===== src/rtl/uart_tx_arbiter.sv =====
// Round-robin arbiter sharing one UART transmit engine among N_REQ byte sources.
// Optional build macro UART_ARB_PRIO0_EN makes requester 0 strict high priority.
module uart_tx_arbiter #(
  parameter int N_REQ  = 4,
  parameter int LOW_TO = 8
) (
  input  logic                 clk,
  input  logic                 rst,
  input  logic [N_REQ-1:0]     req,
  input  logic [8*N_REQ-1:0]   req_data,
  input  logic                 tx_rdy,
  output logic                 tx_load,
  output logic [7:0]           tx_data,
  output logic [N_REQ-1:0]     grant,
  output logic                 busy,
  output logic                 err,
  output logic [15:0]          tx_count
);
  localparam int PW = (N_REQ > 1) ? $clog2(N_REQ) : 1;
  localparam int CW = $clog2(LOW_TO + 1);

  typedef enum logic [1:0] {IDLE, WAIT_LOW, WAIT_HIGH} state_t;

  state_t             state, state_nxt;
  logic [PW-1:0]      ptr, win;
  logic [CW-1:0]      low_cnt, low_cnt_nxt;
  logic [N_REQ-1:0]   rr_req;
  logic               win_vld, prio_hit, take, timeout;
  logic               load_nxt;
  logic [N_REQ-1:0]   grant_nxt;
  logic [7:0]         data_nxt;

`ifdef UART_ARB_PRIO0_EN
  assign rr_req   = {req[N_REQ-1:1], 1'b0};
  assign prio_hit = req[0];
`else
  assign rr_req   = req;
  assign prio_hit = 1'b0;
`endif

  // Scan ptr+N down to ptr+1 so the last hit is the first in rotation order.
  always_comb begin
    int idx;
    idx     = 0;
    win     = '0;
    win_vld = 1'b0;
    for (int k = N_REQ; k >= 1; k--) begin
      idx = int'(ptr) + k;
      if (idx >= N_REQ) idx = idx - N_REQ;
      if (rr_req[idx[PW-1:0]]) begin
        win     = idx[PW-1:0];
        win_vld = 1'b1;
      end
    end
    if (prio_hit) begin
      win     = '0;
      win_vld = 1'b1;
    end
  end

  always_ff @(posedge clk) begin
    if (rst) state <= IDLE;
    else     state <= state_nxt;
  end

  always_comb begin
    state_nxt   = state;
    low_cnt_nxt = low_cnt;
    take        = 1'b0;
    timeout     = 1'b0;
    case (state)
      IDLE: begin
        if (tx_rdy && win_vld) begin
          take        = 1'b1;
          low_cnt_nxt = '0;
          state_nxt   = WAIT_LOW;
        end
      end
      WAIT_LOW: begin
        if (!tx_rdy) begin
          state_nxt = WAIT_HIGH;
        end else if (low_cnt == CW'(LOW_TO - 1)) begin
          timeout   = 1'b1;
          state_nxt = IDLE;
        end else begin
          low_cnt_nxt = low_cnt + CW'(1);
        end
      end
      WAIT_HIGH: begin
        if (tx_rdy) state_nxt = IDLE;
      end
      default: state_nxt = IDLE;
    endcase
  end

  always_comb begin
    load_nxt  = take;
    grant_nxt = take ? (N_REQ'(1) << win) : '0;
    data_nxt  = take ? req_data[8*int'(win) +: 8] : tx_data;
  end

  // Every output is a flop; ptr stays put on a priority-0 grant.
  always_ff @(posedge clk) begin
    if (rst) begin
      tx_load  <= 1'b0;
      grant    <= '0;
      tx_data  <= 8'h00;
      busy     <= 1'b0;
      err      <= 1'b0;
      tx_count <= 16'h0000;
      ptr      <= PW'(N_REQ - 1);
      low_cnt  <= '0;
    end else begin
      tx_load <= load_nxt;
      grant   <= grant_nxt;
      tx_data <= data_nxt;
      busy    <= (state_nxt != IDLE);
      low_cnt <= low_cnt_nxt;
      if (take) begin
        tx_count <= tx_count + 16'd1;
        if (!prio_hit) ptr <= win;
      end
      if (timeout) err <= 1'b1;
    end
  end

endmodule


===== config.mk =====
export PLATFORM = sky130hd
export DESIGN_NAME = uart_tx_arbiter
export DESIGN_NICKNAME = d
export VERILOG_FILES = /design/src/rtl/uart_tx_arbiter.sv
export SDC_FILE = /design/constraint.sdc
export NUM_CORES = 1
export LEC_CHECK = 0
export ABC_AREA = 1
export ABC_CLOCK_PERIOD_IN_PS = 2300
export CORE_AREA = 5 5 75 77
export DETAILED_ROUTE_END_ITERATION = 8
export DIE_AREA = 0 0 80 82
export GPL_TIMING_DRIVEN = 0
export PLACE_DENSITY = 0.87
export SLEW_MARGIN = 5
export SYNTH_ARGS = -nofsm -noshare
export SYNTH_HDL_FRONTEND = slang
export SYNTH_SLANG_ARGS = --single-unit

===== constraint.sdc =====
create_clock -name clk -period 2.3 [get_ports clk]
set_clock_uncertainty 0.2 [all_clocks]
set_input_delay 0.46 -clock clk [delete_from_list [all_inputs] [get_ports clk]]
set_output_delay 0.46 -clock clk [all_outputs]
set_load 0.02 [all_outputs]

* Yosys cells after proc, flatten, opt, wreduce, memory -nomap -nowiden
Cells that the tools add are included.
** Operators by class
- $add $sub $neg :: 10
- Reductions and logical operators :: 6
- Equal/unequal tests :: 6
- Shift-type cells :: 2
- Order comparisons :: 8
- Multiplexer cells :: 34
- Bitwise logic cells :: 1
** Operator list (count)
- $shiftx 32x6->8 :: 1
- $mux 2 :: 12
- $add 16x1->16 const B :: 1
- $mux 1 :: 13
- $lt 2x3->1 const B :: 4
- $mux 4 :: 3
- $ge 3x3->1 const B :: 3
- $bmux 1 s2 :: 4
- $pmux 4 s2 :: 1
- $sub 2x1->2 const B :: 4
- $add 2x2->3 const B :: 2
- $ne 2x2->1 const B :: 3
- $pmux 2 s3 :: 1
- $add 2x3->4 const B :: 1
- $add 4x1->4 const B :: 1
- $eq 4x3->1 const B :: 1
- $ge 4x3->1 const B :: 1
- $reduce_and 4->1 :: 1
- $reduce_bool 2->1 :: 2
- $shl 1x2->4 const A :: 1
- $add 2x1->3 const B :: 1
- $eq 2x1->1 const B :: 1
- $eq 2x2->1 const B :: 1
- $logic_not 2->1 :: 1
- 3 further kinds :: 3
** Storage, ports and cells
- Input bits :: 39
- Output and inout port bits :: 31
- Bits in registers :: 39
- Word-level logic and storage cells :: 76

* Logic depth before layout (Yosys ltp)
- Word-level depth :: 14
- Gate-level depth with buffers :: 13
- Depth with buffers taken out :: 13

* Least setup slack after synthesis
No wires, ideal clock.
- Kind :: input port to flip-flop
- From :: input port req[3]
- To :: register tx_data[0]
- Setup time :: 0.113 ns
- Arrival time :: 1.442 ns
- Stages on the path :: 13
- Path buffers :: 1
- Data required time :: 1.987 ns
- Slack :: 0.545 ns
- Cell sequence :: inv_1 -> nand2_1 -> nand2_1 -> inv_1 -> nor2_1 -> nor2_1 -> nand3_2 -> nand2_2 -> buf_6 -> nand2_1 -> nand3_1 -> nand3_1 -> nand2_1
** On the way
- Word-level cells in the longest chain between the ends :: 9
- Elaborated cells between the ends (all ways) :: 20
- Those cells by class :: shift (1); mux (18); reduce/logical (1)
** RTL lines
- from (decl) :: line 9 : input logic [N_REQ-1:0] req,
- branches (longest 9 deep; another with $shiftx 32x6->8)
- to (signal assigned) :: line 116 : tx_data <= data_nxt;
- to (decl) :: line 13 : output logic [7:0] tx_data,
Several ways; the timed one is not identified. The select of a mux whose other input is x is not followed.
A chain may end at the register's enable or synchronous reset.

* Final worst setup path
- From :: input port req[2]
- To :: register tx_data[2]
Same word-level chain as after synthesis.

==> metrics.yaml <==
floorplan:
  core_area_um2: 4940
  io_pins: 70
  dieArea_um2: 6560
  start_util: 0.428
  fp.dieH_um: 82
  rows: 26
  fp.dieW_um: 80
route:
  drc_errors: 0
  firstDrtPassIters: 4
  via_per_inst: 4.93
  drt_wl_total_mm: 5.47
  ant_nets: 0
  drt-initial-drc-count: 106
  dr_total_vias: 2316
  wire_per_inst_um: 11.6
global_routing:
  grt_pass1_wl_mm: 9.11
  grt_start_max_net_pins: 12
  grt_pass1_vias: 2157
  grt_usage: 0.176
  overflow: 0
  antenna_found_initial: 0
place:
  portBuffers: 68
  placed_cells: 459
  dp_hpwl_mm: 4.35
  gp_congestion: 0.888
  place_area_um2: 2890
critical_path:
  required_ps: 2330
  startpoint: "req[2]"
  endpoint_kind: "flop"
  worstRegToRegCells: 13
  crit_top_cell: "nand2_1"
  worstReg2RegEnd: "tx_data[2]"
  reg2reg_slack_ps: 310
  crit_family: "simple AND/OR/NAND/NOR gates"
  crit_path_end: "tx_data[2]"
  reg2reg_from: "ptr[0]"
  path_depth: 14
  cp-start-kind: "primary input"
  worstPathMaxFanout: 10
  cp.arrival_ps: 2200
  critPathKind: "primary input to flop"
  worst_path_max_delay_cell: "clkdlybuf4s50_1"
  cp_cell_sequence: "clkdlybuf4s50_1, inv_1, nand2_1, nand2_1, inv_1, nor2_1, nor2_1, nand3_2, nand2_2, buf_6, nand2_1, nand3_1, nand3_1, nand2_1"
  crit_path_max_incr_delay_ps: 490
  worst-path-buf-inv: 4
synth:
  synth_nets: 362
  synthArstFlopShare: 0
  ys_warn_count: 0
  yosysTopAreaCellShare: 0.369
  synth_edf_count: 0
  synthesis.instances: 321
  syn_area_um2: 2120
  syn-mean-instance-area_um2: 6.60
  synth_common_cells: "90 x nand2_1, 48 x nand3_1, 39 x dfxtp_1"
  synth_flop_cell: "dfxtp_1"
  synth_most_common_cell: "nand2_1"
  yosysUniqueCellTypes: 30
  synth.area.top_cells: "dfxtp_1 37%, nand2_1 16%, nand3_1 11%"
  ys_ff_latch: 39
  ys_seq_area_frac: 0.369
  synth_top_cell_by_area: "dfxtp_1"
sta:
  tightest_slew_ps: 433
  relSlewSlack: 0.709
  fmax_ghz: 0.462
  fin_crit_sh: 0.942
  tns_ps: 0
  setup_viol_count_final: 0
  hold_violations: 0
  rsz0062_at_grt: "false"
  maxSlewViolCount: 0
  min_period_ps: 2170
power_and_ir_drop:
  power_mw: 2.26
  p_leak_nw: 1.26
  vdd_drop_max_uv: 381
  powerDensity_nw_per_um2: 750
cts:
  cts_sinks: 39
  postCtsSetupRepairBufs: 0
  clkLatencyLatePin_ps: 290
  cts_buffers: 5
  path_clk_slew_ps: 60
  hold_buffers: 0
  ctsLongestPathBuffers: 2
  cts_tree: "done"
  cts_root_buf: "clkbuf_8"
  cts_resized: 0
  ctsHtreeMaxLevel: 2
worst_hold_path:
  hold_path.class: "flop to flop"
cells_and_area:
  fill_cells: 455
  regArea_um2: 781
  fin_cells: 470
  area_growth_pct: 42.1
  final_cell_area_um2: 3010
  drive_gt1_frac: 0.0850
  multi_input_area_um2: 1120
  fin_nets: 440
  fin_util: 0.608
  antenna_cells: 0
outcome:
  status: "finished, final reports clean"
job:
  maxCapViolCount: 0
-- report_power, final --
group	leakage, nW	internal [mW]	total [mW]	switching [mW]
combinational	0.896	0.415	0.976	0.560
clock	0.0515	0.273	0.496	0.223
sequential	0.317	0.741	0.784	0.0437
-- flip-flops by register name, summed over array words and instances, names as in the netlist, 2 cells and up --
name      flops
state         2
grant         4
low_cnt       4
ptr           2
tx_count     16
tx_data       8
-- metal layers --
layer | GRT usage | share of wire | up-vias
met3 | 0.0822 | 0.12 | 10
met4 | 0.0625 | 0.021 | 0
met5 | 0 | 0 | -
met1 | 0.191 | 0.40 | 1026
met2 | 0.300 | 0.46 | 85
li1 | - | - | 1195
-- per-stage QoR --
step,worst slack (ps),hold slack [ps]
2_1_floorplan,545,260
3_3_place_gp,-87.4,237
3_5_place_dp,-153,243
4_1_cts,166,256
5_1_grt,5.12,285
6_report,134,256
-- worst min-delay path: stages (launching register included) --
cell	delay, ps
dfxtp_1	310
nand2_1	60
nand2_1	40
-- area by class of cell --
cell class                 instances  area share
buffer                             9      0.0237
timing repair buffer              71       0.234
clock buffer                       8      0.0333
inverter                          39      0.0487
tap                               70      0.0291
multi-input combinational        234       0.372
sequential                        39       0.260
-- placed cells by master (no fill, tap or decap), drive strengths merged, types with 2 or more instances in the layout --
cell type	n
nor2	26
clkdlybuf4s50	68
ha	2
dfxtp	39
and3	3
nand4	4
inv	39
clkbuf	10
a21oi	17
nand2	96
nor3	13
buf	10
o21ai	13
nand3	51
-- worst min path at each step --
stage / startpoint / to / slack (ps) / cells after the start
4_1_cts: tx_data[3] / tx_data[3] / 260 / 2
3_3_place_gp: tx_data[5] / tx_data[5] / 240 / 2
3_5_place_dp: tx_data[6] / tx_data[6] / 240 / 2
2_1_floorplan: low_cnt[1] / low_cnt[1] / 260 / 2
5_1_grt: tx_data[2] / tx_data[2] / 290 / 2
6_report: tx_data[4] / tx_data[4] / 260 / 2
-- cells by family after synthesis --
family / Yosys count / share of synthesized area
XOR/XNOR: 1 / 0.00414
adder cells (fa/ha/maj): 2 / 0.0118
flip-flops: 39 / 0.369
AO/OA/AOI/OAI: 35 / 0.0916
AND/OR/NAND/NOR: 195 / 0.416
buffers and inverters: 48 / 0.103
multiplexers: 1 / 0.00473
No activity file was read; power rests on OpenSTA's default activity.
